`config.mk`:
```
export PLATFORM = sky130hd
export DESIGN_NAME = shift_cmd_queue
export DESIGN_NICKNAME = d
export VERILOG_FILES = /design/src/rtl/shift_cmd_queue.sv
export SDC_FILE = /design/constraint.sdc
export NUM_CORES = 1
export LEC_CHECK = 0
export BUFFER_PORTS_ARGS = -buffer_cell sky130_fd_sc_hd__buf_2
export CORE_UTILIZATION = 29
export CTS_CLUSTER_SIZE = 10
export DETAILED_ROUTE_END_ITERATION = 6
export SYNTH_ARGS = -nofsm -noshare
export SYNTH_HDL_FRONTEND = slang
export SYNTH_SLANG_ARGS = --single-unit
```
`constraint.sdc`:
```
create_clock -name clk -period 6.1 [get_ports clk]
set_input_delay 1.22 -clock clk [delete_from_list [all_inputs] [get_ports clk]]
set_output_delay 1.22 -clock clk [all_outputs]
set_load 0.02 [all_outputs]
```
`src/rtl/shift_cmd_queue.sv`:
```
// Rotate-command FIFO feeding a combinational barrel shifter, with a registered result stage.
// One cycle from accept to out_valid; in_ready drops only when the FIFO is full, and a stalled result holds the FIFO head.

module shift_cmd_fifo #(
    parameter int W     = 12,
    parameter int DEPTH = 4,
    parameter int AW    = 2
) (
    input  logic          clk,
    input  logic          rst_n,
    input  logic          push,
    input  logic          pop,
    input  logic [W-1:0]  wdat,
    output logic [W-1:0]  rdat,
    output logic [AW:0]   count
);
    logic [W-1:0]  mem_q [DEPTH];
    logic [W-1:0]  mem_d [DEPTH];
    logic [AW-1:0] wr_ptr_q, wr_ptr_d;
    logic [AW-1:0] rd_ptr_q, rd_ptr_d;
    logic [AW:0]   count_q, count_d;

    // Head is read from the pre-write array, so an empty FIFO never forwards wdat.
    assign rdat  = mem_q[rd_ptr_q];
    assign count = count_q;

    always_comb begin
        mem_d    = mem_q;
        wr_ptr_d = wr_ptr_q;
        rd_ptr_d = rd_ptr_q;
        count_d  = count_q;
        if (push) begin
            mem_d[wr_ptr_q] = wdat;
            wr_ptr_d        = wr_ptr_q + AW'(1);
        end
        if (pop) begin
            rd_ptr_d = rd_ptr_q + AW'(1);
        end
        if (push && !pop) begin
            count_d = count_q + (AW+1)'(1);
        end else if (pop && !push) begin
            count_d = count_q - (AW+1)'(1);
        end
    end

    always_ff @(posedge clk) begin
        mem_q <= mem_d;
    end

    always_ff @(posedge clk or negedge rst_n) begin
        if (!rst_n) begin
            wr_ptr_q <= '0;
            rd_ptr_q <= '0;
            count_q  <= '0;
        end else begin
            wr_ptr_q <= wr_ptr_d;
            rd_ptr_q <= rd_ptr_d;
            count_q  <= count_d;
        end
    end
endmodule

module shift_cmd_queue #(
    parameter int N     = 32,
    parameter int M     = 5,
    parameter int DEPTH = 4,
    parameter int AW    = 2
) (
    input  logic          clk,
    input  logic          rst_n,
    input  logic          in_valid,
    output logic          in_ready,
    input  logic [N-1:0]  in_num,
    input  logic [M-1:0]  in_amt,
    input  logic          in_lr,
    output logic [N-1:0]  sh_num,
    output logic [M-1:0]  sh_amt,
    output logic          sh_lr,
    input  logic [N-1:0]  sh_out,
    output logic          out_valid,
    input  logic          out_ready,
    output logic [N-1:0]  out_data,
    output logic [AW:0]   count
);
    typedef struct packed {
        logic [N-1:0] num;
        logic [M-1:0] amt;
        logic         lr;
    } cmd_t;

    localparam logic [AW:0] FULL = (AW+1)'(DEPTH);

    cmd_t         wr_cmd;
    cmd_t         head_cmd;
    logic         push_vld;
    logic         issue_vld;
    logic         out_valid_q, out_valid_d;
    logic [N-1:0] out_data_q, out_data_d;

    assign wr_cmd    = '{num: in_num, amt: in_amt, lr: in_lr};
    // Full check uses registered count only: no full-bypass and no out_ready->in_ready path.
    assign in_ready  = (count != FULL);
    assign push_vld  = in_valid && in_ready;
    assign issue_vld = (count != '0) && (!out_valid_q || out_ready);

    shift_cmd_fifo #(
        .W     ($bits(cmd_t)),
        .DEPTH (DEPTH),
        .AW    (AW)
    ) u_fifo (
        .clk   (clk),
        .rst_n (rst_n),
        .push  (push_vld),
        .pop   (issue_vld),
        .wdat  (wr_cmd),
        .rdat  (head_cmd),
        .count (count)
    );

    assign sh_num    = head_cmd.num;
    assign sh_amt    = head_cmd.amt;
    assign sh_lr     = head_cmd.lr;
    assign out_valid = out_valid_q;
    assign out_data  = out_data_q;

    always_comb begin
        out_valid_d = out_valid_q;
        out_data_d  = out_data_q;
        if (issue_vld) begin
            out_valid_d = 1'b1;
            out_data_d  = sh_out;
        end else if (out_ready) begin
            // Consumer took the last result and nothing is queued behind it.
            out_valid_d = 1'b0;
        end
    end

    always_ff @(posedge clk or negedge rst_n) begin
        if (!rst_n) begin
            out_valid_q <= 1'b0;
            out_data_q  <= '0;
        end else begin
            out_valid_q <= out_valid_d;
            out_data_q  <= out_data_d;
        end
    end
endmodule

```
# Word level (Yosys, flattened, before mapping)
# Cells that the tools add are included.
[classes] addsub=4 n_lt_le_gt_ge=3 n_eq_ne=1 n_mux=10 n_bitwise=2 n_reduce_logical=12
[ops] cell="152-bit bitwise mux" count=1
[ops] cell="38-bit 2-to-1 mux" count=3
[ops] cell="38-bit binary-select mux with 2-bit select" count=1
[ops] cell="38-bit demux with 2-bit select" count=1
[ops] cell="3-bit greater-or-equal comparator, second input constant" count=2
[ops] cell="3-bit 2-to-1 mux" count=2
[ops] cell="2-bit inverter with 3-bit output" count=2
[ops] cell="1-bit logical AND" count=5
[ops] cell="2-bit by 1-bit adder with 2-bit output, second input constant" count=2
[ops] cell="2-bit nonzero test" count=2
[ops] cell="3-bit by 1-bit adder with 3-bit output, second input constant" count=1
[ops] cell="1-bit zero test" count=3
[ops] cell="3-bit by 1-bit < comparator with 1-bit output, second input constant" count=1
[ops] cell="3-bit inequality test, second input constant" count=1
[ops] cell="3-bit nonzero test" count=1
[ops] cell="3-bit by 1-bit subtractor with 3-bit output, second input constant" count=1
[ops] cell="1-bit 2-to-1 mux" count=2
[ops] cell="1-bit logical OR" count=1
[totals] register_bits=192 in_bits=74 out_inout_bits=75 wordCells=41

# Depth between registers and ports, before layout
[logic_depth] ltp_word=6 depth_mapped=10 mapped_depth_nobuf=9

# Modules after synthesis
# From an unflattened synthesis, not the netlist that was laid out.
[hier_totals] hier_cells=306 hier_area_um2=7295.7
[by_module_without_submodules] module="shift_cmd_fifo" instances=1 cells_per_inst=231 area_per_inst_um2=5911.9 seq_area_each_um2=4739.5
[by_module_without_submodules] module="shift_cmd_queue" instances=1 cells_per_inst=75 area_per_inst_um2=1383.8 seq_area_each_um2=825.8

# Worst setup path before layout
# Ideal clock, no wire load.
[synth_path] path_kind="input port to flip-flop" from="in in_valid" to="reg u_fifo.mem_q[0] (netlist bit) (enable)" setup_time_ns=0.399 arrival_time_ns=2.448 required_ns=5.701 setup_slack_ns=3.253 stages=2 n_path_buf=0 path_cell_list="a21boi_2 > and2_1"
[synth_between] elab_chain_len=1
[synth_lines] item="from (decl)" line="71" rtl="input logic in_valid,"
[synth_lines] item="1-bit logical AND" line="103" rtl="assign push_vld = in_valid && in_ready;"
[synth_lines] item="to (signal assigned)" line="47" rtl="mem_q <= mem_d;"
[synth_lines] item="to (decl)" line="17" rtl="logic [W-1:0] mem_q [DEPTH];"
# Every way passes these cells.
# A chain may end at the register's enable or synchronous reset.

# Final worst setup path
[layout_path] from="reg u_fifo.rd_ptr_q[0]" to="out sh_amt[4]"
[layout_between] elab_chain_len=4
[layout_lines] item="from (decl)" line="20" rtl="logic [AW-1:0] rd_ptr_q, rd_ptr_d;"
[layout_lines] item="from (signal assigned)" line="57" rtl="rd_ptr_q <= rd_ptr_d;"
[layout_lines] item="2-bit inverter with 3-bit output (implied by the code)" line="24" rtl="assign rdat = mem_q[rd_ptr_q];"
[layout_lines] item="38-bit binary-select mux with 2-bit select" line="24"
[layout_lines] item="38-bit 2-to-1 mux (implied by the code) (2 in a row)" line="24"
[layout_lines] item="to (decl)" line="77" rtl="output logic [M-1:0] sh_amt,"
# Every way passes these cells. The select of a mux whose other input is x is not followed.

==> flow_metrics.py <==
metrics = {
    "global_routing": {
        "grt_pass1_wl_um": 21400,
        "use_met3": 0.0319,
        "grt_max_degree": 41,
        "antenna_found_initial": 0,
        "gr-usage-met2": 0.188,
        "overflow": 0,
        "track_usage": 0.112,
        "grt-busiest-layer": "met2",
        "grt_pass1_vias": 3858,
        "gr-usage-met1": 0.137,
    },
    "critical_path": {
        "r2r_end": "u_fifo.count[2]",
        "path_class": "reg -> out",
        "critical_path_required_ns": 4.88,
        "r2r_setup_slack_ns": 3.69,
        "reg2reg_depth": 10,
        "path_max_fanout": 40,
        "crit_slowest_cell": "dfrtp_4",
        "crit_buf_inv": 1,
        "cp_slowest_stage_delay_ns": 1.00,
        "worstPathArrival_ns": 2.24,
        "setup.worst_path.end": "sh_amt[4]",
        "end_kind": "output port",
        "r2r-start": "u_fifo.count[0]",
        "cp-start-kind": "flop",
        "critPathLaunch": "u_fifo.rd_ptr_q[0]",
        "cpLargestDelayFamily": "flip-flops",
        "path_cells": "mux4_2 -> buf_2",
        "cp_num_cells": 2,
    },
    "finish": {
        "stdcell_area_mm2": 0.00888,
        "finalNetCount": 542,
        "syn_to_final_growth_pct": 22.6,
        "stdcell_count": 799,
        "n_antenna_cell": 0,
        "drive_above_1_share": 0.547,
    },
    "clocking": {
        "h-tree-depth": 4,
        "cts_resized": 0,
        "post_cts_buffers": 0,
        "clockRootBuffer": "clkbuf_16",
        "cts_tree": "done",
        "cts_hold_buffers": 0,
        "numClockSinks": 192,
        "clock_latency_ns": 0.43,
        "clockBufferDepth": 2,
        "path_clk_slew_ns": 0.07,
        "cts_inserted_buffers": 17,
    },
    "drt": {
        "drtIter0Drc": 199,
        "vias": 3431,
        "dr.pass1.iters": 4,
        "finalWirelength_um": 13700,
        "drt-wirelength-per-cell_um": 17.1,
        "drc": 0,
        "vias_per_cell": 4.29,
        "antenna_left": 0,
    },
    "timing": {
        "skew_ns": 0.0113,
        "worst_pin_slew_ns": 1.15,
        "period_needed_ns": 3.46,
        "finalHoldViolations": 0,
        "slew_headroom": 0.230,
        "fin_setup_tns_ns": 0,
        "setup_viol": 0,
        "fmax_ghz": 0.289,
        "fin_crit_sh": 0.568,
        "slew_violations": 0,
        "rsz0062_at_grt": "false",
    },
    "logic_synthesis": {
        "syn_nets": 386,
        "ys_async_sr_fraction": 0.208,
        "synth_edf_count": 152,
        "synthDistinctLibCells": 22,
        "synth_area_leaders": "edfxtp_1, dfrtp_1, mux4_2",
        "synth.yosys.seq_area_share": 0.769,
        "synth_common_cells": "edfxtp_1, dfrtp_1, mux4_2",
        "syn_inst": 306,
        "synth-seq-cells": 192,
        "yosysTopAreaCell": "edfxtp_1",
        "synth_top_area_share": 0.630,
        "ys.flop_type": "edfxtp_1",
        "yosys.cell_count.top_type": "edfxtp_1",
        "yosysWarnings": 0,
        "syn_area_per_cell_um2": 23.7,
        "syn-cell-area_mm2": 0.00724,
    },
    "placement": {
        "post_dp_cell_area_mm2": 0.00832,
        "dp_cells": 767,
        "hpwl_um": 8250,
        "numPortBuffers": 148,
        "gp_congestion": 0.722,
    },
    "power_and_ir_drop": {
        "vdd_drop_max_mv": 0.250,
        "cellPowerDensity_mw_per_mm2": 507,
        "power_leakage_nw": 3.32,
        "power.total_mw": 4.50,
    },
    "floorplanning": {
        "core_mm2": 0.0244,
        "num_rows": 57,
        "initial_core_util": 0.297,
        "pin_count": 149,
        "die_w_um": 160,
        "dieArea_mm2": 0.0256,
        "die_h_um": 160,
    },
    "status": {
        "status": "completed",
    },
    "worst_hold_path": {
        "hold_class": "reg -> reg",
    },
    "job": {
        "cap_violations": 0,
    },
}
## flip-flops by register name, indices dropped and copies added (netlist names)
signal	cells
u_fifo.rd_ptr_q	2
u_fifo.wr_ptr_q	2
u_fifo.count	3
u_fifo.mem_q	152
out_data	32
out_valid	1
## through the flow
stage / setup WS, ns / util / hold WS [ns]
floorplan: 3.25 / - / 0.534
global placement: 2.98 / 0.341 / 0.489
detailed placement: 2.90 / 0.341 / 0.492
CTS: 2.54 / 0.364 / 0.520
global route: 2.45 / 0.364 / 0.528
finish: 2.64 / 0.364 / 0.515
## metal layers
| metal | vias to the layer above | routed length [um] |
|---|---|---|
| li1 | 1539 | - |
| met1 | 1761 | 6010 |
| met2 | 122 | 6710 |
| met3 | 9 | 748 |
| met4 | 0 | 175 |
| met5 | - | 0 |
## where the power goes
group / leakage (nW) / internal (mW) / switching [mW]
Combinational: 1.20 / 0.654 / 0.757
Clock: 0.265 / 0.571 / 0.495
Sequential: 1.85 / 1.76 / 0.265
Total: 3.32 / 2.99 / 1.52
## cell families (layout without fill, tap and decap cells)
kind of cell,Yosys count,count (layout),synth area share
AOI/OAI and AO/OA,2,2,0.00380
xor gates and xnor gates,6,6,0.00726
adders and majority gates,6,6,0.0114
buffers and inverters,17,186,0.0143
DFF,192,192,0.769
muxes,72,72,0.186
and+or+nand+nor,11,11,0.00882
## worst min path at each step
stage                            start            endpoint  slack [ns]  depth (start not counted)
finish                     out_data[3]         out_data[3]        0.52                          1
detailed placement        out_data[28]        out_data[28]        0.49                          1
global route              out_data[12]        out_data[12]        0.53                          1
global placement           out_data[1]         out_data[1]        0.49                          1
floorplan           u_fifo.wr_ptr_q[1]  u_fifo.wr_ptr_q[1]        0.53                          1
CTS                        out_data[1]         out_data[1]        0.52                          1
## cell type report
cell class / count / area [um2]
fill: 2329 / 15500
tap: 324 / 405
clock inverter: 14 / 131
timing repair buffer: 149 / 748
sequential: 192 / 5570
inverter: 5 / 18.8
clock buffer: 18 / 429
multi-input combinational: 97 / 1580
## placed cells by master (no fill, tap or decap)
cell | Yosys | final
a21boi_2 | 1 | 1
a21oi_4 | 1 | 1
and2_2 | 0 | 4
buf_2 | 2 | 148
buf_4 | 4 | 1
bufinv_16 | 0 | 1
clkbuf_1 | 3 | 1
clkbuf_16 | 0 | 17
clkinv_1 | 0 | 1
clkinv_2 | 0 | 2
clkinvlp_4 | 0 | 4
dfrtp_1 | 40 | 38
dfrtp_2 | 0 | 1
dfrtp_4 | 0 | 1
edfxtp_1 | 152 | 152
fa_1 | 1 | 1
ha_1 | 5 | 5
inv_1 | 5 | 5
inv_6 | 0 | 4
inv_8 | 0 | 2
mux2_2 | 6 | 6
mux2_4 | 28 | 28
mux4_2 | 38 | 38
nand2_1 | 2 | 2
nand2b_1 | 1 | 1
nand3b_1 | 1 | 1
nor2_1 | 2 | 2
nor3_2 | 1 | 1
xnor2_1 | 3 | 3
xor2_1 | 3 | 3
Note: power is estimated with default switching activity, not from simulation.
